### src/rtl/axi_lite_pkg.sv
// Shared AXI4-Lite definitions: response codes and the write-master state encoding.
package axi_lite_pkg;

  localparam logic [1:0] RESP_OKAY   = 2'b00;
  localparam logic [1:0] RESP_EXOKAY = 2'b01;
  localparam logic [1:0] RESP_SLVERR = 2'b10;
  localparam logic [1:0] RESP_DECERR = 2'b11;

  typedef enum logic [2:0] {
    WR_IDLE      = 3'b001,
    WR_ADDR_DATA = 3'b010,
    WR_RESP      = 3'b100
  } wr_state_e;

endpackage

### src/rtl/axi_lite_wr_master.sv
// AXI4-Lite single-outstanding write master: command in, AW+W out, B back as done_o/resp_o.
// Optional watchdog: define AXI_WR_TIMEOUT_EN to abort a stalled transaction with SLVERR.
module axi_lite_wr_master
  import axi_lite_pkg::*;
#(
  parameter int ADDR_WIDTH     = 32,
  parameter int DATA_WIDTH     = 32,
  parameter int TIMEOUT_CYCLES = 256
) (
  input  logic                    ACLK,
  input  logic                    ARESET,
  input  logic                    cmd_valid,
  output logic                    cmd_ready,
  input  logic [ADDR_WIDTH-1:0]   cmd_addr,
  input  logic [DATA_WIDTH-1:0]   cmd_data,
  input  logic [DATA_WIDTH/8-1:0] cmd_strb,
  output logic                    done_o,
  output logic [1:0]              resp_o,
  output logic                    busy_o,
  output logic [ADDR_WIDTH-1:0]   AWADDR,
  output logic                    AWVALID,
  input  logic                    AWREADY,
  output logic [DATA_WIDTH-1:0]   WDATA,
  output logic [DATA_WIDTH/8-1:0] WSTRB,
  output logic                    WVALID,
  input  logic                    WREADY,
  input  logic [1:0]              BRESP,
  input  logic                    BVALID,
  output logic                    BREADY
);

  localparam int STRB_W = DATA_WIDTH / 8;

  wr_state_e             r_state, w_state_nxt;
  logic                  r_awvalid, w_awvalid_nxt;
  logic                  r_wvalid, w_wvalid_nxt;
  logic                  r_bready, w_bready_nxt;
  logic                  r_aw_done, w_aw_done_nxt;
  logic                  r_w_done, w_w_done_nxt;
  logic                  r_done, w_done_nxt;
  logic                  r_busy;
  logic [1:0]            r_resp, w_resp_nxt;
  logic [ADDR_WIDTH-1:0] r_awaddr, w_awaddr_nxt;
  logic [DATA_WIDTH-1:0] r_wdata, w_wdata_nxt;
  logic [STRB_W-1:0]     r_wstrb, w_wstrb_nxt;

  logic w_aw_hs, w_w_hs, w_b_hs;

  assign w_aw_hs = r_awvalid & AWREADY;
  assign w_w_hs  = r_wvalid & WREADY;
  assign w_b_hs  = r_bready & BVALID;

`ifdef AXI_WR_TIMEOUT_EN
  localparam int                CNT_W    = $clog2(TIMEOUT_CYCLES) + 1;
  localparam logic [CNT_W-1:0]  TMO_LAST = CNT_W'(TIMEOUT_CYCLES - 1);

  logic [CNT_W-1:0] r_cnt, w_cnt_nxt;
  logic             w_tmo;

  // Held at zero while idle, so it restarts from zero on every accept.
  assign w_cnt_nxt = (r_state == WR_IDLE) ? '0 : r_cnt + CNT_W'(1);
  // A real B handshake in the final cycle wins over the watchdog.
  assign w_tmo     = (r_state != WR_IDLE) && (r_cnt == TMO_LAST) && !w_b_hs;

  always_ff @(posedge ACLK or negedge ARESET) begin
    if (!ARESET) r_cnt <= '0;
    else         r_cnt <= w_cnt_nxt;
  end
`else
  logic w_unused_tmo;
  assign w_unused_tmo = (TIMEOUT_CYCLES != 0);
`endif

  always_comb begin
    w_state_nxt   = r_state;
    w_awvalid_nxt = r_awvalid;
    w_wvalid_nxt  = r_wvalid;
    w_bready_nxt  = r_bready;
    w_aw_done_nxt = r_aw_done;
    w_w_done_nxt  = r_w_done;
    w_done_nxt    = 1'b0;
    w_resp_nxt    = r_resp;
    w_awaddr_nxt  = r_awaddr;
    w_wdata_nxt   = r_wdata;
    w_wstrb_nxt   = r_wstrb;
    case (r_state)
      WR_IDLE: begin
        if (cmd_valid) begin
          w_awaddr_nxt  = cmd_addr;
          w_wdata_nxt   = cmd_data;
          w_wstrb_nxt   = cmd_strb;
          w_awvalid_nxt = 1'b1;
          w_wvalid_nxt  = 1'b1;
          w_aw_done_nxt = 1'b0;
          w_w_done_nxt  = 1'b0;
          w_state_nxt   = WR_ADDR_DATA;
        end
      end
      WR_ADDR_DATA: begin
        if (w_aw_hs) begin
          w_awvalid_nxt = 1'b0;
          w_aw_done_nxt = 1'b1;
        end
        if (w_w_hs) begin
          w_wvalid_nxt = 1'b0;
          w_w_done_nxt = 1'b1;
        end
        if ((r_aw_done | w_aw_hs) && (r_w_done | w_w_hs)) begin
          w_bready_nxt = 1'b1;
          w_state_nxt  = WR_RESP;
        end
      end
      WR_RESP: begin
        if (w_b_hs) begin
          w_bready_nxt = 1'b0;
          w_resp_nxt   = BRESP;
          w_done_nxt   = 1'b1;
          w_state_nxt  = WR_IDLE;
        end
      end
      default: begin
        w_awvalid_nxt = 1'b0;
        w_wvalid_nxt  = 1'b0;
        w_bready_nxt  = 1'b0;
        w_state_nxt   = WR_IDLE;
      end
    endcase
`ifdef AXI_WR_TIMEOUT_EN
    if (w_tmo) begin
      w_awvalid_nxt = 1'b0;
      w_wvalid_nxt  = 1'b0;
      w_bready_nxt  = 1'b0;
      w_done_nxt    = 1'b1;
      w_resp_nxt    = RESP_SLVERR;
      w_state_nxt   = WR_IDLE;
    end
`endif
  end

  always_ff @(posedge ACLK or negedge ARESET) begin
    if (!ARESET) begin
      r_state   <= WR_IDLE;
      r_awvalid <= 1'b0;
      r_wvalid  <= 1'b0;
      r_bready  <= 1'b0;
      r_aw_done <= 1'b0;
      r_w_done  <= 1'b0;
      r_done    <= 1'b0;
      r_busy    <= 1'b0;
      r_resp    <= RESP_OKAY;
      r_awaddr  <= '0;
      r_wdata   <= '0;
      r_wstrb   <= '0;
    end else begin
      r_state   <= w_state_nxt;
      r_awvalid <= w_awvalid_nxt;
      r_wvalid  <= w_wvalid_nxt;
      r_bready  <= w_bready_nxt;
      r_aw_done <= w_aw_done_nxt;
      r_w_done  <= w_w_done_nxt;
      r_done    <= w_done_nxt;
      r_busy    <= (w_state_nxt != WR_IDLE);
      r_resp    <= w_resp_nxt;
      r_awaddr  <= w_awaddr_nxt;
      r_wdata   <= w_wdata_nxt;
      r_wstrb   <= w_wstrb_nxt;
    end
  end

  assign cmd_ready = (r_state == WR_IDLE);
  assign done_o    = r_done;
  assign resp_o    = r_resp;
  assign busy_o    = r_busy;
  assign AWADDR    = r_awaddr;
  assign AWVALID   = r_awvalid;
  assign WDATA     = r_wdata;
  assign WSTRB     = r_wstrb;
  assign WVALID    = r_wvalid;
  assign BREADY    = r_bready;

endmodule

### config.mk
export PLATFORM = sky130hd
export DESIGN_NAME = axi_lite_wr_master
export DESIGN_NICKNAME = d
export VERILOG_FILES = /design/src/rtl/axi_lite_pkg.sv /design/src/rtl/axi_lite_wr_master.sv
export SDC_FILE = /design/constraint.sdc
export NUM_CORES = 1
export LEC_CHECK = 0
export ABC_AREA = 1
export BUFFER_PORTS_ARGS = -buffer_cell sky130_fd_sc_hd__clkbuf_2
export CAP_MARGIN = 20
export CORE_ASPECT_RATIO = 1.25
export CORE_MARGIN = 2
export CORE_UTILIZATION = 43
export CTS_BUF_LIST = sky130_fd_sc_hd__clkbuf_4
export DETAILED_ROUTE_END_ITERATION = 12
export PLACE_DENSITY_LB_ADDON = 0.25
export SETUP_SLACK_MARGIN = 0.5
export SYNTH_ARGS = -nofsm -noshare
export SYNTH_HDL_FRONTEND = slang
export SYNTH_SLANG_ARGS = --single-unit
### constraint.sdc
create_clock -name ACLK -period 1.3 [get_ports ACLK]
set_input_delay 0.26 -clock ACLK [delete_from_list [all_inputs] [get_ports ACLK]]
set_output_delay 0.26 -clock ACLK [all_outputs]
set_load 0.02 [all_outputs]
==> parameters.txt <==
Parameter                              Value

Route
  Detailed-route wire length per cell    20.1 um
  Via-per-instance ratio    5.25
  First-pass detailed-route iteration total    5
  DRC errors left    0
  Remaining antenna violation count    0
  Total number of vias    3498
  Detailed Route Iter0 Violations    140
  Final wirelength    between 10000 and 15000 um

Floorplanning
  Floorplan die height    98.3 um
  Die Area    around 7800 um^2
  Horizontal die dimension    slightly below 80 um
  Core area    6930 um^2
  Number of placed I/O pins    152
  Row count    34
  Starting density of the core    0.441

Clock network
  TritonCTS buffer count    9
  Register clock-pin slew on the reported worst setup and hold paths    0.13 ns
  Number of sinks handled by clock tree synthesis    80
  # H-tree levels    3
  Clock root buffer    sky130_fd_sc_hd__clkbuf_4
  Source-to-sink clock delay at the later pin of the worst-skew pair    about 0.42 ns
  CTS tree    yes
  Maximum clock insertion buffer count    2

Placed design
  Post-detailed-placement half-perimeter wirelength    about 5200 um
  Placement-stage worst setup slack    -0.0928 ns
  Number of I/O port buffers    approximately 150
  Placer's final routability congestion estimate    0.759

Timing
  Setup slack of the critical path after layout    -0.351 ns
  Setup repair after global routing missed its margin    true
  Pin slew with the least headroom to its limit    0.216 ns
  Clock skew after layout    0.0134 ns
  Portion of the clock cycle consumed by the worst path in the final layout    1.27
  Final hold viol count    0
  Final Slew Violations    0
  Worst max-slew margin expressed relative to the limit    0.856
  Worst Hold Margin    a little under 0.03 ns
  Maximum clock frequency    606 MHz
  Final Setup Violations    76
  Min Tclk post-route    1.65 ns

Power and ir drop
  Leakage power figure    about 3.5 nW
  Worst voltage drop across the vdd grid    1530 uV
  Clk network pwr share    0.104
  Total internal power    9.60 mW
  Sequential power share    0.279
  Power dissipated by switching net loads    ~6.7 mW
  Power per cell area    2600 nW/um^2
  Switching share of total power    0.410
  Part of the power in combinational logic    0.618

Logic synthesis
  Count of state elements after synthesis    80
  Share of flip-flops with an asynchronous set or reset    1.00
  Gate count of the mapped netlist    around 350
  Cell area after synthesis    around 3100 um^2
  Most area-consuming cells after synthesis    sky130_fd_sc_hd__dfrtp_1 65%, sky130_fd_sc_hd__nand2_1 28%, sky130_fd_sc_hd__buf_2 2.3%
  Count of flip-flops with a built-in enable after synthesis    0
  Fraction of the mapped netlist area in adder cells    0
  Largest area contributor in the synthesized netlist    sky130_fd_sc_hd__dfrtp_1
  Post-Synth XOR/XNOR Area    0
  Compound-cell area share of the yosys netlist    0.00736
  Largest family of logic cells by synthesized area    simple AND/OR/NAND/NOR gates
  Sequential element share of the synthesized area    0.655
  Multiplexer share of the synthesized area    0
  Most numerous cell in the Yosys netlist    sky130_fd_sc_hd__nand2_1
  Number of different library cells in the post-synthesis netlist    14
  Share of Yosys cell area claimed by the top area cell type    0.646
  Yosys warnings    0
  Top cells by count, synth    227 x sky130_fd_sc_hd__nand2_1, 79 x sky130_fd_sc_hd__dfrtp_1, 14 x sky130_fd_sc_hd__buf_2
  Synthesized area divided by synthesized cell count    8.77 um^2
  Most used flip-flop cell after synthesis    sky130_fd_sc_hd__dfrtp_1
  Post-synth net total    425
  Post-synthesis share of cell area spent on and, or, nand and nor gates    0.302

Final layout
  Fraction of final layout cells sized beyond drive strength 1    0.647
  Seq. cell area    2010 um^2
  Number of fill cells in the layout    about 280
  Area growth, synth to finish    105%
  Total number of nets in the final design    647
  Area of the multi-input gates    1480 um^2

Run status
  Failing checks    setup timing
  Status    finished, violations left

GRT
  Remaining Overflow, GRT    0
  Initial antenna violation count    1
  Via count of the first global-routing pass    3124
  Global-route wire length before repair    15200 um
  Total GRT Usage    0.256
  Largest net degree at the start of global routing    81

Worst setup path
  CP max FO    7
  Kind of launch point of the worst setup path    flip-flop
  Critical path start-end classification    flip-flop to flip-flop
  CP Data Arrival Time    2.01 ns
  Critical path capture point type    flip-flop
  Required time of the critical path    1.66 ns

Job
  Max-capacitance violation count    0

Hold path
  Path type of the worst min-delay path    primary input to flip-flop
## final timing paths
path | startpoint | end | slack (ns) | depth (start not counted)
min in group asynchronous | ARESET | AWADDR[25]$_DFFE_PN0P_ | 0.39 | 3
min | cmd_addr[16] | AWADDR[16]$_DFFE_PN0P_ | 0.03 | 3
max reg2reg | r_state[1]$_DFF_PN0_ | AWADDR[31]$_DFFE_PN0P_ | -0.35 | 10
max | r_state[1]$_DFF_PN0_ | AWADDR[31]$_DFFE_PN0P_ | -0.35 | 10
max in group asynchronous | ARESET | r_state[0]$_DFF_PN1_ | 0.65 | 3
min reg2reg | WDATA[22]$_DFFE_PN0P_ | WDATA[22]$_DFFE_PN0P_ | 0.51 | 2
## cell type report
cell class | instances | area share
timing repair buffer | 221 | 0.378
sequential | 80 | 0.321
multi-input combinational | 244 | 0.236
tap | 90 | 0.0180
clock buffer | 11 | 0.0132
clock inverter | 4 | 0.0114
inverter | 11 | 0.0112
timing repair inverter | 4 | 0.0110
antenna | 1 | 0.000400
## cell usage in the layout (no fill, tap or decap), drive strengths merged
master	instances
dfrtp	79
o21ai	2
or2	1
clkinvlp	1
nand3	5
diode	1
nor2	5
nand4	1
clkbuf	145
bufinv	2
dlygate4sd3	1
nand3b	1
clkinv	2
o22ai	2
dfstp	1
inv	14
buf	86
nand2	227
## cell families after synthesis
| logic type | after synthesis |
|---|---|
| compound gates | 4 |
| buf+inv | 25 |
| flops | 80 |
| simple gates | 240 |
## what timing repair did
| item | CTS | global route |
|---|---|---|
| buffers inserted | 23 | 27 |
| hold endpoints to repair | 79 | 0 |
| cloned | 10 | 4 |
| pin swaps | 6 | 72 |
| setup endpoints to repair | 156 | 172 |
| hold buffers | 1 | 0 |
| resized for setup | 186 | 187 |
## layer usage
layer / global-route usage / wire [um] / vias to the layer above
met5: 0 / 0 / -
li1: - / - / 1501
met3: 0.0360 / 801 / 68
met1: 0.293 / 4450 / 1708
met4: 0.129 / 829 / 0
met2: 0.458 / 7330 / 221
## worst max-delay path, cell delays in order, from the launching register on
cell	delay, ns
sky130_fd_sc_hd__dfrtp_1	0.44
sky130_fd_sc_hd__nor2_2	0.16
sky130_fd_sc_hd__nand2_2	0.08
sky130_fd_sc_hd__buf_6	0.12
sky130_fd_sc_hd__nor2_4	0.14
sky130_fd_sc_hd__buf_6	0.13
sky130_fd_sc_hd__buf_12	0.14
sky130_fd_sc_hd__buf_12	0.12
sky130_fd_sc_hd__clkbuf_16	0.13
sky130_fd_sc_hd__nand2_2	0.05
sky130_fd_sc_hd__nand2_1	0.07
## stage by stage
| step | instances | utilization | total power [mW] | TNS (ns) | instance area, um^2 |
|---|---|---|---|---|---|
| global route | 666 | 0.903 | 16.9 | -24.91 | 6260 |
| detailed placement | 585 | 0.574 | 9.02 | -5.14 | 3980 |
| global placement | 585 | 0.574 | 8.85 | -0.0252 | 3980 |
| floorplan | 349 | - | 7.25 | 0 | 3120 |
| finish | 666 | 0.903 | 16.3 | -20.03 | 6260 |
| CTS | 634 | 0.778 | 13.8 | -10.94 | 5390 |
## power by group through the flow
stage | clock, mW | combinational, mW | sequential [mW]
global route | 1.79 | 10.5 | 4.62
CTS | 1.64 | 7.82 | 4.35
floorplan | 0 | 1.74 | 5.51
global placement | 0 | 4.63 | 4.22
detailed placement | 0 | 4.77 | 4.24
finish | 1.69 | 10.0 | 4.53
## flip-flops by register name, indices dropped and copies added, names as in the netlist
name / count
AWADDR: 32
WDATA: 32
WSTRB: 4
r_state: 3
resp_o: 2
AWVALID: 1
BREADY: 1
WVALID: 1
busy_o: 1
done_o: 1
r_aw_done: 1
r_w_done: 1
(Power assumes the default switching activity.)
